[src/rtl/gp_cmd_fifo_if.sv]
// Command bus between game_controller (producer), gp_cmd_fifo and graphics_processor.
// The slave modport is the FIFO/dispatcher side; master is the producer/consumer side.
interface gp_cmd_fifo_if #(
  parameter int unsigned DEPTH_LOG2 = 4
);
  logic                flush;
  logic                push;
  logic                in_opcode;
  logic [9:0]          in_tl_x;
  logic [8:0]          in_tl_y;
  logic [9:0]          in_br_x;
  logic [8:0]          in_br_y;
  logic [11:0]         in_arg;
  logic                full;
  logic [DEPTH_LOG2:0] count;
  logic                gp_finish;
  logic                gp_en;
  logic                gp_opcode;
  logic [9:0]          gp_tl_x;
  logic [8:0]          gp_tl_y;
  logic [9:0]          gp_br_x;
  logic [8:0]          gp_br_y;
  logic [11:0]         gp_arg;
  logic                busy;
  logic                overflow;
  logic                reject;
  logic                timeout_err;

  modport master (
    output flush, push, in_opcode, in_tl_x, in_tl_y, in_br_x, in_br_y, in_arg, gp_finish,
    input  full, count, gp_en, gp_opcode, gp_tl_x, gp_tl_y, gp_br_x, gp_br_y, gp_arg,
    input  busy, overflow, reject, timeout_err
  );

  modport slave (
    input  flush, push, in_opcode, in_tl_x, in_tl_y, in_br_x, in_br_y, in_arg, gp_finish,
    output full, count, gp_en, gp_opcode, gp_tl_x, gp_tl_y, gp_br_x, gp_br_y, gp_arg,
    output busy, overflow, reject, timeout_err
  );
endinterface

[src/rtl/gp_cmd_fifo.sv]
// Draw-command FIFO with rectangle validation and a single-command dispatcher
// that hands commands to graphics_processor, with a watchdog for hung commands.
module gp_cmd_fifo #(
  parameter int unsigned DEPTH_LOG2 = 4,
  parameter int unsigned TIMEOUT    = 1000000
) (
  input logic          clk,
  input logic          rst,
  gp_cmd_fifo_if.slave bus
);
  localparam int unsigned     Depth  = 2 ** DEPTH_LOG2;
  localparam int unsigned     WdW    = $clog2(TIMEOUT + 1);
  localparam logic [WdW-1:0]  WdLast = WdW'(TIMEOUT - 1);

  typedef struct packed {
    logic        opcode;
    logic [9:0]  tl_x;
    logic [8:0]  tl_y;
    logic [9:0]  br_x;
    logic [8:0]  br_y;
    logic [11:0] arg;
  } cmd_t;

  typedef enum logic [1:0] {StIdle, StBusy, StGap} state_e;

  cmd_t                  mem_q [Depth];
  logic [DEPTH_LOG2-1:0] wptr_q, rptr_q;
  logic [DEPTH_LOG2:0]   count_q, count_d;
  state_e                state_q;
  logic [WdW-1:0]        wdog_q;
  cmd_t                  cmd_q;
  logic                  gp_en_q, overflow_q, reject_q, timeout_q;

  cmd_t in_cmd;
  logic full, rect_ok, push_acc, pop;

  assign in_cmd   = {bus.in_opcode, bus.in_tl_x, bus.in_tl_y, bus.in_br_x, bus.in_br_y,
                     bus.in_arg};
  assign full     = (count_q == (DEPTH_LOG2 + 1)'(Depth));
  assign rect_ok  = (in_cmd.tl_x <= in_cmd.br_x) && (in_cmd.tl_y <= in_cmd.br_y) &&
                    (in_cmd.br_x <= 10'd639) && (in_cmd.br_y <= 9'd479);
  assign push_acc = bus.push && !full && !bus.flush && rect_ok;
  // A flush drops everything not yet issued, including the head the FSM would take.
  assign pop      = (state_q == StIdle) && (count_q != '0) && !bus.flush;

  always_comb begin
    count_d = count_q;
    if (push_acc && !pop) begin
      count_d = count_q + (DEPTH_LOG2 + 1)'(1);
    end else if (!push_acc && pop) begin
      count_d = count_q - (DEPTH_LOG2 + 1)'(1);
    end
  end

  always_ff @(posedge clk) begin
    if (push_acc) begin
      mem_q[wptr_q] <= in_cmd;
    end
  end

  always_ff @(posedge clk) begin
    if (rst || bus.flush) begin
      wptr_q  <= '0;
      rptr_q  <= '0;
      count_q <= '0;
    end else begin
      if (push_acc) wptr_q <= wptr_q + DEPTH_LOG2'(1);
      if (pop)      rptr_q <= rptr_q + DEPTH_LOG2'(1);
      count_q <= count_d;
    end
  end

  always_ff @(posedge clk) begin
    if (rst) begin
      overflow_q <= 1'b0;
      reject_q   <= 1'b0;
    end else if (bus.push && !bus.flush) begin
      if (full)     overflow_q <= 1'b1;
      if (!rect_ok) reject_q   <= 1'b1;
    end
  end

  always_ff @(posedge clk) begin
    if (rst) begin
      state_q   <= StIdle;
      gp_en_q   <= 1'b0;
      cmd_q     <= '0;
      wdog_q    <= '0;
      timeout_q <= 1'b0;
    end else begin
      unique case (state_q)
        StIdle: begin
          if (pop) begin
            cmd_q   <= mem_q[rptr_q];
            gp_en_q <= 1'b1;
            state_q <= StBusy;
          end
        end
        StBusy: begin
          wdog_q <= wdog_q + WdW'(1);
          if (bus.gp_finish) begin
            gp_en_q <= 1'b0;
            state_q <= StGap;
          end else if (wdog_q == WdLast) begin
            gp_en_q   <= 1'b0;
            timeout_q <= 1'b1;
            state_q   <= StGap;
          end
        end
        StGap: begin
          // Guarantees graphics_processor sees gp_en low before the next command.
          wdog_q  <= '0;
          state_q <= StIdle;
        end
        default: state_q <= StIdle;
      endcase
    end
  end

  assign bus.full        = full;
  assign bus.count       = count_q;
  assign bus.gp_en       = gp_en_q;
  assign bus.gp_opcode   = cmd_q.opcode;
  assign bus.gp_tl_x     = cmd_q.tl_x;
  assign bus.gp_tl_y     = cmd_q.tl_y;
  assign bus.gp_br_x     = cmd_q.br_x;
  assign bus.gp_br_y     = cmd_q.br_y;
  assign bus.gp_arg      = cmd_q.arg;
  assign bus.busy        = (state_q != StIdle) || (count_q != '0);
  assign bus.overflow    = overflow_q;
  assign bus.reject      = reject_q;
  assign bus.timeout_err = timeout_q;

endmodule

[src/flat_wrapper.sv]
// flat-port wrapper written by rule: the top's interface ports become plain ports
module gp_cmd_fifo_flat 
#(
  parameter int unsigned DEPTH_LOG2 = 4,
  parameter int unsigned TIMEOUT    = 1000000
)
  (clk, rst, bus_flush, bus_push, bus_in_opcode, bus_in_tl_x, bus_in_tl_y, bus_in_br_x, bus_in_br_y, bus_in_arg, bus_gp_finish, bus_full, bus_count, bus_gp_en, bus_gp_opcode, bus_gp_tl_x, bus_gp_tl_y, bus_gp_br_x, bus_gp_br_y, bus_gp_arg, bus_busy, bus_overflow, bus_reject, bus_timeout_err);
  gp_cmd_fifo_if #(.DEPTH_LOG2(DEPTH_LOG2)) bus_i ();
  input logic clk;
  input logic rst;
  input wire logic [$bits(bus_i.flush)-1:0] bus_flush;
  input wire logic [$bits(bus_i.push)-1:0] bus_push;
  input wire logic [$bits(bus_i.in_opcode)-1:0] bus_in_opcode;
  input wire logic [$bits(bus_i.in_tl_x)-1:0] bus_in_tl_x;
  input wire logic [$bits(bus_i.in_tl_y)-1:0] bus_in_tl_y;
  input wire logic [$bits(bus_i.in_br_x)-1:0] bus_in_br_x;
  input wire logic [$bits(bus_i.in_br_y)-1:0] bus_in_br_y;
  input wire logic [$bits(bus_i.in_arg)-1:0] bus_in_arg;
  input wire logic [$bits(bus_i.gp_finish)-1:0] bus_gp_finish;
  output wire logic [$bits(bus_i.full)-1:0] bus_full;
  output wire logic [$bits(bus_i.count)-1:0] bus_count;
  output wire logic [$bits(bus_i.gp_en)-1:0] bus_gp_en;
  output wire logic [$bits(bus_i.gp_opcode)-1:0] bus_gp_opcode;
  output wire logic [$bits(bus_i.gp_tl_x)-1:0] bus_gp_tl_x;
  output wire logic [$bits(bus_i.gp_tl_y)-1:0] bus_gp_tl_y;
  output wire logic [$bits(bus_i.gp_br_x)-1:0] bus_gp_br_x;
  output wire logic [$bits(bus_i.gp_br_y)-1:0] bus_gp_br_y;
  output wire logic [$bits(bus_i.gp_arg)-1:0] bus_gp_arg;
  output wire logic [$bits(bus_i.busy)-1:0] bus_busy;
  output wire logic [$bits(bus_i.overflow)-1:0] bus_overflow;
  output wire logic [$bits(bus_i.reject)-1:0] bus_reject;
  output wire logic [$bits(bus_i.timeout_err)-1:0] bus_timeout_err;
  assign bus_i.flush = bus_flush;
  assign bus_i.push = bus_push;
  assign bus_i.in_opcode = bus_in_opcode;
  assign bus_i.in_tl_x = bus_in_tl_x;
  assign bus_i.in_tl_y = bus_in_tl_y;
  assign bus_i.in_br_x = bus_in_br_x;
  assign bus_i.in_br_y = bus_in_br_y;
  assign bus_i.in_arg = bus_in_arg;
  assign bus_i.gp_finish = bus_gp_finish;
  assign bus_full = bus_i.full;
  assign bus_count = bus_i.count;
  assign bus_gp_en = bus_i.gp_en;
  assign bus_gp_opcode = bus_i.gp_opcode;
  assign bus_gp_tl_x = bus_i.gp_tl_x;
  assign bus_gp_tl_y = bus_i.gp_tl_y;
  assign bus_gp_br_x = bus_i.gp_br_x;
  assign bus_gp_br_y = bus_i.gp_br_y;
  assign bus_gp_arg = bus_i.gp_arg;
  assign bus_busy = bus_i.busy;
  assign bus_overflow = bus_i.overflow;
  assign bus_reject = bus_i.reject;
  assign bus_timeout_err = bus_i.timeout_err;
  gp_cmd_fifo #(.DEPTH_LOG2(DEPTH_LOG2), .TIMEOUT(TIMEOUT)) u_core (.clk(clk), .rst(rst), .bus(bus_i));
endmodule
[config.mk]
export PLATFORM = sky130hd
export DESIGN_NAME = gp_cmd_fifo_flat
export DESIGN_NICKNAME = d
export VERILOG_FILES = /design/src/rtl/gp_cmd_fifo_if.sv /design/src/rtl/gp_cmd_fifo.sv /design/src/flat_wrapper.sv
export SDC_FILE = /design/constraint.sdc
export NUM_CORES = 1
export LEC_CHECK = 0
export CORE_MARGIN = 4
export CORE_UTILIZATION = 40
export CTS_CLUSTER_SIZE = 10
export DETAILED_ROUTE_END_ITERATION = 12
export SLEW_MARGIN = 20
export SYNTH_ARGS = -nofsm -noshare
export SYNTH_HDL_FRONTEND = slang
export SYNTH_SLANG_ARGS = --single-unit
export TNS_END_PERCENT = 1
[constraint.sdc]
create_clock -name clk -period 3.9 [get_ports clk]
set_input_delay 0.585 -clock clk [delete_from_list [all_inputs] [get_ports clk]]
set_output_delay 0.585 -clock clk [all_outputs]
set_load 0.01 [all_outputs]
=== Yosys cells after proc, flatten, opt, wreduce, memory -nomap -nowiden ===
Memory sizes are Yosys's and may differ from the RTL's. A register that Yosys moved wholly into a read port is not among the register bits.
Index checks and enable logic that the tools add are counted.

* Output and inout port bits: 62
* Register bits after elaboration: 39
* Memories: 1
* RAM bits: 816
* Bits in latches: 0
* Bits in read-only memories: 0
* Logic and storage cells: 69

{| class="wikitable"
|+ Memory list
! name !! depth !! width !! rd ports !! clocked after Yosys merged registers in !! wr ports !! line !! RTL
|-
| u_core.mem_q || 16 || 51 || 1 || 1 || 1 || gp_cmd_fifo.sv:26 || <nowiki>cmd_t mem_q [Depth];</nowiki>
|}

* Reductions and logical operators: 29
* Bitwise gates (word level): 2
* Multiply operators: 0
* $add $sub $neg: 5
* Mux-type cells: 13
* Shifts and indexed selects: 0
* $lt $le $gt $ge: 4
* Divide/modulo/power cells: 0
* Eq/ne operators: 6

{| class="wikitable"
|+ Operator list
! kind !! count
|-
| one-hot mux 20 bit (2 select lines) || 1
|-
| adder 20 x 1 -> 20 bit, second input constant || 1
|-
| equality test 20 bit, second input constant || 1
|-
| logical AND 1 bit || 11
|-
| less-or-equal comparator 10 bit || 1
|-
| less-or-equal comparator 10 bit, second input constant || 1
|-
| 2-to-1 mux 5 bit || 2
|-
| less-or-equal comparator 9 bit || 1
|-
| less-or-equal comparator 9 bit, second input constant || 1
|-
| adder 4 x 1 -> 4 bit, second input constant || 2
|-
| AND reduction 2 bit || 4
|-
| nonzero test 2 bit || 4
|-
| 2-to-1 mux 2 bit || 3
|-
| AND reduction 3 bit || 2
|-
| adder 5 x 1 -> 5 bit, second input constant || 1
|-
| equality test 5 bit, second input constant || 1
|-
| 2-to-1 mux 1 bit || 5
|-
| nonzero test 5 bit || 1
|-
| subtractor 5 x 1 -> 5 bit, second input constant || 1
|-
| logical NOT 1 bit || 4
|-
| one-hot mux 2 bit (2 select lines) || 1
|-
| inequality test 3 x 2 -> 1 bit, second input constant || 1
|-
| equality test 2 x 1 -> 1 bit, second input constant || 1
|-
| equality test 2 bit, second input constant || 1
|-
| other kinds (5) || 7
|}

=== Logic depth before layout (Yosys ltp) ===
Gate-level depths: netlist of the first run.

* Word-level depth: 9
* Gate-level depth with buffers: 17

=== Least setup slack after synthesis of the first run ===
Ideal clock, no wire load.

* Kind: input port to flip-flop
* From: input port bus_in_br_x[3]
* To: memory u_core.mem_q[11][0] (netlist name), enable pin
* Path buffers: 1
* Arrival time: 3.636 ns
* Cell stages on the path: 9
* Slack: -0.150 ns
* Setup time: 0.414 ns
* Cell sequence: inv_1 ha_1 a21o_1 a21o_1 a2111o_1 a211o_1 nor2_2 buf_2 and3_1

* Cells in the longest elaborated chain, start to end: 7
* Elaborated cells on any way between the ends: 8

{| class="wikitable"
|+ Ends and longest elaborated chain
! what !! line !! RTL
|-
| start: declaration || flat_wrapper.sv:16 || <nowiki>input wire logic [$bits(bus_i.in_br_x)-1:0] bus_in_br_x;</nowiki>
|-
| less-or-equal comparator 10 bit || gp_cmd_fifo.sv:40 || <nowiki>assign rect_ok = (in_cmd.tl_x <= in_cmd.br_x) && (in_cmd.tl_y <= in_cmd.br_y) &&</nowiki>
|-
| logical AND 1 bit || gp_cmd_fifo.sv:40 ||
|-
| logical AND 1 bit (*) || gp_cmd_fifo.sv:40 ||
|-
| logical AND 1 bit (*) || gp_cmd_fifo.sv:41 || <nowiki>(in_cmd.br_x <= 10'd639) && (in_cmd.br_y <= 9'd479);</nowiki>
|-
| logical AND 1 bit (*) || gp_cmd_fifo.sv:42 || <nowiki>assign push_acc = bus.push && !full && !bus.flush && rect_ok;</nowiki>
|-
| named net u_core.push_acc || gp_cmd_fifo.sv:35 || <nowiki>logic full, rect_ok, push_acc, pop;</nowiki>
|-
| 2-to-1 mux 1 bit (*) || gp_cmd_fifo.sv:56 || <nowiki>if (push_acc) begin</nowiki>
|-
| 2-to-1 mux 1 bit (not written as such) (*) || gp_cmd_fifo.sv:57 || <nowiki>mem_q[wptr_q] <= in_cmd;</nowiki>
|-
| end: declaration || gp_cmd_fifo.sv:26 ||
|}

Mark *: on every way through the listed nets, which the timed path passes. The rest lies on a longest branch.

=== Worst setup path after layout of the first run ===
* From: input port bus_in_br_x[3]
* To: register u_core.count_q[4], in the netlist u_core.bus.count[4]

* Cells in the longest elaborated chain, start to end: 8
* Elaborated cells on any way between the ends: 11

{| class="wikitable"
|+ Ends and longest elaborated chain
! what !! line !! RTL
|-
| less-or-equal comparator 10 bit || gp_cmd_fifo.sv:40 ||
|-
| logical AND 1 bit || gp_cmd_fifo.sv:40 ||
|-
| logical AND 1 bit (*) || gp_cmd_fifo.sv:40 ||
|-
| logical AND 1 bit (*) || gp_cmd_fifo.sv:41 ||
|-
| logical AND 1 bit (*) || gp_cmd_fifo.sv:42 ||
|-
| logical NOT 1 bit || gp_cmd_fifo.sv:50 || <nowiki>end else if (!push_acc && pop) begin</nowiki>
|-
| logical AND 1 bit || gp_cmd_fifo.sv:50 ||
|-
| nonzero test 2 bit (no source line) || n/a ||
|-
| end signal: assignment || gp_cmd_fifo.sv:69 || <nowiki>count_q <= count_d;</nowiki>
|-
| end: declaration || gp_cmd_fifo.sv:28 || <nowiki>logic [DEPTH_LOG2:0] count_q, count_d;</nowiki>
|}

Every way passes the cells marked *; elsewhere a longest branch is shown, timed or not.
A chain may end at the register's enable or synchronous reset.

==> results of run 1 <==
[worst register-to-register path: stages (launching register included)]
cell	delay, ns
dfxtp_1	0.39
or4_1	0.62
o21ai_0	0.29
buf_4	0.23
nor2_4	0.07
ha_1	0.19
inv_1	0.13
ha_1	0.26
a21o_1	0.19
a21oi_1	0.17
xnor2_1	0.09
or3_1	0.30
a21oi_1	0.14
[metrics by stage]
step                cells  total power [mW]  setup WS (ns)
finish               3184              21.5          0.130
global route         3183              22.4         0.0304
CTS                  3178              21.8         0.0208
detailed placement   2995              12.8         -0.757
global placement     2995              12.7         -0.770
floorplan            1657              12.0         -0.150
[cell usage in the layout (no fill, tap or decap), types with 42 or more instances in the layout]
master,Yosys,final
buf_4,0,109
dfxtp_1,90,86
clkbuf_16,0,103
edfxtp_1,816,816
mux4_2,255,255
nand2_1,118,118
nor2_1,43,42
clkdlybuf4s50_1,0,116
a21oi_1,69,69
buf_12,0,51
clkbuf_1,56,64
[metal layers]
metal  track usage  vias to the layer above
met3        0.0284                      111
met2         0.310                      540
met4        0.0505                        0
li1              -                     7408
met5             0                        -
met1         0.252                     9337
[logic make-up (layout without fill, tap and decap cells)]
| kind of cell | Yosys count | count (layout) | synth area share |
|---|---|---|---|
| buf+inv | 108 | 490 | 0.0123 |
| compound gates | 101 | 101 | 0.0164 |
| other cells | 0 | 1 | 0 |
| xor+xnor | 23 | 23 | 0.00580 |
| flops | 906 | 906 | 0.757 |
| mux | 260 | 260 | 0.167 |
| simple gates | 225 | 225 | 0.0291 |
| fa+ha+maj | 34 | 34 | 0.0125 |
[area by class of cell]
type / count / area [um2]
antenna: 1 / 2.50
clock buffer: 169 / 2850
clock inverter: 14 / 274
fill: 6992 / 43600
inverter: 29 / 109
multi-input combinational: 643 / 8110
sequential: 906 / 26300
tap: 1144 / 1430
timing repair buffer: 278 / 3020
[state kept, by name (all words and copies together), names as in the netlist]
signal                  cells
u_core.bus.gp_br_x         10
u_core.bus.gp_tl_y          9
u_core.wptr_q               4
u_core.rptr_q               4
u_core.bus.timeout_err      1
u_core.mem_q              816
u_core.bus.gp_br_y          9
u_core.bus.reject           1
u_core.bus.gp_opcode        1
u_core.wdog_q              20
u_core.bus.gp_en            1
u_core.bus.overflow         1
u_core.bus.gp_tl_x         10
u_core.bus.gp_arg          12
u_core.state_q              2
u_core.bus.count            5
[repair_timing]
| item | in CTS | in global routing |
|---|---|---|
| gates resized for setup | 2 | 2 |
| endpoints found under the setup margin | 1 | 2 |
| endpoints found under the hold margin | 0 | 0 |
| buffers inserted | 0 | 5 |
| pin swaps | 0 | 1 |
[final timing paths]
path / cells past startpoint / end / start
worst min-delay path: 2 / u_core.bus.overflow$_SDFFE_PP0P_ / rst
worst max-delay path: 17 / u_core.bus.count[4]$_SDFFE_PP0P_ / bus_in_br_x[3]
worst max register to register: 12 / u_core.bus.count[4]$_SDFFE_PP0P_ / u_core.bus.count[0]$_SDFFE_PP0P_
worst min register to register: 2 / u_core.bus.gp_arg[7]$_SDFFE_PP0P_ / u_core.bus.gp_arg[7]$_SDFFE_PP0P_
[power breakdown]
group          internal, mW  switching (mW)  leakage, nW  total, mW
Clock                  5.24            3.72         1.49       8.97
Combinational         0.881           0.892         3.64       1.77
Sequential             10.7          0.0901         8.07       10.8
==> out/qor.txt, run 1 <==
Core Region -> 85,700 um2
CP Launch Type -> input pin
initial antenna violation count -> 1
final instance area -> 42,100 um2
DR top layer -> met4
unrepaired setup endpoints after global routing -> false
clk root buf -> clkbuf_16
nets -> 2,051
fin crit period -> 3.77 ns
GRT Residual Overflow -> 0
critical path endpoint category -> flop
vias in the first global route -> 18,200
Yosys warning count -> 0
first-pass GRT wire length -> 123 mm
share of cells above drive strength 1 -> 0.276
count leader, synth -> edfxtp_1
Worst EP required -> 4.50 ns
Critical Path Fanout Max -> 11
Routed Antenna Nets -> 0
post-synth cell types -> 46
CP Class -> input pin to flop
Placer Congestion -> 0.779
maximum clock rate -> 0.265 GHz
DRT iter0 DRCs -> 1,479
total global-route track usage -> 0.184
Least-Margin Pin Slew -> 1.03 ns
Die Wd -> 303 um
Die Y -> 303 um
Mapped Area -> 34,700 um2
CTS Sinks -> 906
CTS tree -> done
initial core utilization -> 0.405
DP Area -> 38,900 um2
Worst Hold Class -> input pin to flop
Peak VDD IR -> 425 uV
R2R Setup Slk -> 0.77 ns
# DRC -> 0
Hold Buf Count CTS -> 0
Synth top area share -> 0.705
Port Buf Inserts -> 117
Routed met3 length -> 4.38 mm
skew final -> 0.0429 ns
Pre-antenna DRT Iters -> 5
top cells by count, synth -> 816 x edfxtp_1, 255 x mux4_2, 118 x nand2_1, 90 x dfxtp_1, 69 x a21oi_1
crit path DAT -> 4.37 ns
run status -> finished clean
number of synthesized register bits -> 906
I/O pin cnt -> 118
largest net degree at the start of global routing -> 57
Clock Tree Buf Depth -> 3
slowest CP cell -> clkdlybuf4s50_1
DR vias/cell -> 5.46
setup_tns -> 0 ns
Leak -> 13.2 nW
Worst Path Buf+Inv -> 4
max cap viols -> 0
Util after Layout -> 0.491
slowest stage delay, CP -> 0.47 ns
WL final -> 83.5 mm
Synth area leader -> edfxtp_1
Most common cell on crit path -> a21o_1
critical path, cell by cell -> clkdlybuf4s50_1 -> buf_6 -> inv_1 -> ha_1 -> a21o_1 -> a21o_1 -> a2111o_1 -> a211o_4 -> nor2_4 -> ha_1 -> inv_1 -> fa_2 -> a21o_1 -> a21oi_1 -> xnor2_1 -> or3_1 -> a21oi_1
H-tree depth -> 3
clock slew at reported path FFs -> 0.06 ns
DRT met1 WL -> 35.2 mm
Area contributors post-synth -> edfxtp_1 71%, mux4_2 17%, dfxtp_1 5.2%
WL/cell -> 26.2 um
EDFF count, synth -> 816
Final setup viols -> 0
worst-skew pair later-pin latency -> 0.67 ns
hold_ws -> 0.430 ns
DPL Wire Length -> 49.0 mm
crit-path leading delay family -> compound AO/OA/AOI/OAI gates
Cell Rows -> 107
Die ar. -> 91,600 um2
syn avg cell area -> 21.0 um2
Max-Slew Margin vs Limit -> 0.315
Via Count -> 17,400
sequential area share after synthesis -> 0.757
synthesis-to-layout area growth -> 21.2%
Mapped Nets -> 1,747
Mapped Cells -> 1,657
routed wl met2 -> 42.1 mm
Most used DFF post-synth -> edfxtp_1
Tcrit/Tclk final -> 0.967
power per cell area -> 511 nW/um2
total CTS buffers -> 103
Slew Limit Fails -> 0
Post-synth ARST share -> 0
Final Hold Vio Count -> 0
(Power assumes the default switching activity.)
==> run 2, diff against run 1 <==
ABC_CLOCK_PERIOD_IN_PS = 3900   (was not set)
==> results of run 2 <==
Final layout, timing and power as in run 1 (identical DEF).
==> run 3, diff against run 2 <==
CORE_UTILIZATION = 55   (was 40)
PLACE_DENSITY = 0.76   (was not set)
==> run 3 against run 2 <==
  * Routed wire length down 0.51%
  * Utilization rose by 17 points
  * Sequential power is essentially flat
  * Final cell count fell by 10%
  * Flip-flop and latch count unchanged
  * Sequential share of layout area increased by 1.2 points
  * First-iteration DRC count is 41% higher
  * Critical path depth down 1
  * Count of clock-buffer cells in the layout up 13
  * Cell area decreased by 1.8%
  * Register-to-register slack improved by 0.08 ns
  * Highest routed layer unchanged
==> out/qor.txt, run 3 (synthesis gave the netlist of run 1 again) <==
first-pass GRT wire length -> 123 mm
Largest Register -> u_core.mem_q
Most common cell on crit path -> a21oi_1
initial core utilization -> 0.559
power per cell area -> 512 nW/um2
Tcrit/Tclk final -> 0.950
slowest stage delay, CP -> 0.51 ns
Final setup viols -> 0
CP Class -> input pin to flop
commonest cells after routing, fill and taps aside -> 816 x edfxtp_1, 255 x mux4_2, 118 x nand2_1
pre-CTS WS -> -0.713 ns
critical path, cell by cell -> clkdlybuf4s50_1 -> inv_1 -> ha_1 -> a21oi_1 -> o21ai_0 -> a2111o_1 -> a211o_4 -> nor2_4 -> ha_1 -> inv_1 -> fa_2 -> a21o_1 -> a21oi_1 -> xnor2_1 -> or3_1 -> a21oi_1
crit path DAT -> 4.29 ns
setup_tns -> 0 ns
Worst Hold Class -> input pin to flop
Leak -> 13.1 nW
Die ar. -> 67,300 um2
total global-route track usage -> 0.251
DRT iter0 DRCs -> 2,089
CTS tree -> done
Util after Layout -> 0.665
clock slew at reported path FFs -> 0.06 ns
Die Y -> 259 um
Core Region -> 62,200 um2
critical path endpoint category -> flop
share of cells above drive strength 1 -> 0.265
Least-Margin Pin Slew -> 0.988 ns
clk root buf -> clkbuf_16
CP Launch Type -> input pin
Die Wd -> 259 um
largest net degree at the start of global routing -> 61
maximum clock rate -> 0.270 GHz
max cap viols -> 0
Clock Tree Buf Depth -> 3
diodes inserted -> 0
worst-skew pair later-pin latency -> 0.66 ns
DPL Wire Length -> 46.2 mm
DR vias/cell -> 6.26
I/O pin cnt -> 118
initial antenna violation count -> 0
Worst EP required -> 4.48 ns
Cell Rows -> 91
vias in the first global route -> 18,300
Via Count -> 17,900
nets -> 2,029
slowest CP cell -> clkdlybuf4s50_1
GRT Residual Overflow -> 0
Peak VDD IR -> 385 uV
Routed Antenna Nets -> 0
synthesis-to-layout area growth -> 19.0%
total CTS buffers -> 101
WL/cell -> 29.0 um
WL final -> 83.1 mm
H-tree depth -> 3
CTS Sinks -> 906
Setup WS post-layout -> 0.194 ns
Slew Limit Fails -> 0
Final Hold Vio Count -> 0
# DRC -> 0
Max-Slew Margin vs Limit -> 0.341
Critical Path Fanout Max -> 4
commonest non-fill, non-tap cell in the layout -> edfxtp_1
Pre-antenna DRT Iters -> 5
run status -> finished clean
Port Buf Inserts -> 117
Placer Congestion -> 0.803
number of flip-flops in the largest register -> 816
skew final -> 0.0341 ns
fin crit period -> 3.71 ns
-- run 3: cell types whose count changed in the layout (fill, tap and decap cells not counted), moves of 4 or more --
cell	previous run	this run
buf_12	51	46
clkdlybuf4s50_1	116	112
and3_2	0	16
buf_4	109	94
and3_4	16	0
clkbuf_1	64	79
-- run 3: repair_timing --
item	4_1_cts	5_1_grt
pin swaps	0	2
hold buffers	0	0
resized for setup	1	9
endpoints found under the hold margin	0	0
setup buffers	0	1
endpoints found under the setup margin	1	2
-- run 3: where the power goes --
| part | switching [mW] | total [mW] | internal, mW |
|---|---|---|---|
| Combinational | 0.889 | 1.75 | 0.863 |
| Sequential | 0.0879 | 10.8 | 10.7 |
| Clock | 3.64 | 8.66 | 5.02 |
| Total | 4.62 | 21.2 | 16.6 |
-- run 3: layout make-up --
| type | instances | area, um2 |
|---|---|---|
| multi-input combinational | 643 | 8060 |
| tap | 837 | 1050 |
| clock inverter | 7 | 129 |
| sequential | 906 | 26300 |
| timing repair buffer | 258 | 2810 |
| fill | 3897 | 20800 |
| clock buffer | 182 | 2870 |
| inverter | 29 | 109 |
-- run 3: critical path, delay by kind of cell --
kind / cells / cell delay [ns]
adder cells (fa/ha/maj): 3 / 0.86
buffers and inverters: 3 / 0.67
AO/OA/AOI/OAI: 7 / 1.64
XOR/XNOR: 1 / 0.10
AND/OR/NAND/NOR: 2 / 0.44
-- run 3: through the flow --
| step | total power [mW] | area [um2] | hold WS, ns | cells |
|---|---|---|---|---|
| 4_1_cts | 21.3 | 41300 | 0.381 | 2861 |
| 6_report | 21.2 | 41300 | 0.323 | 2862 |
| 2_1_floorplan | 12.0 | 34700 | 0.462 | 1657 |
| 5_1_grt | 21.9 | 41300 | 0.368 | 2862 |
| 3_5_place_dp | 12.7 | 38300 | 0.446 | 2672 |
| 3_3_place_gp | 12.7 | 38300 | 0.441 | 2672 |
-- run 3: routing by layer --
layer / track usage / part of all wire / wire length (um) / up-vias
li1: - / - / - / 7375
met1: 0.347 / 0.38 / 31300 / 9404
met2: 0.422 / 0.51 / 42500 / 1004
met3: 0.0449 / 0.087 / 7230 / 141
met4: 0.0694 / 0.024 / 1990 / 0
met5: 0 / 0 / 0 / -
-- run 3: final timing paths --
kind,endpoint,slack [ns],cells after the start,startpoint
max,u_core.bus.count[4]$_SDFFE_PP0P_,0.19,16,bus_in_br_x[9]
min reg2reg,u_core.bus.gp_br_y[4]$_SDFFE_PP0P_,0.45,2,u_core.bus.gp_br_y[4]$_SDFFE_PP0P_
max reg2reg,u_core.bus.count[4]$_SDFFE_PP0P_,0.85,12,u_core.bus.count[0]$_SDFFE_PP0P_
min,u_core.mem_q[12][23]$_DFFE_PP_,0.32,1,bus_in_br_x[2]
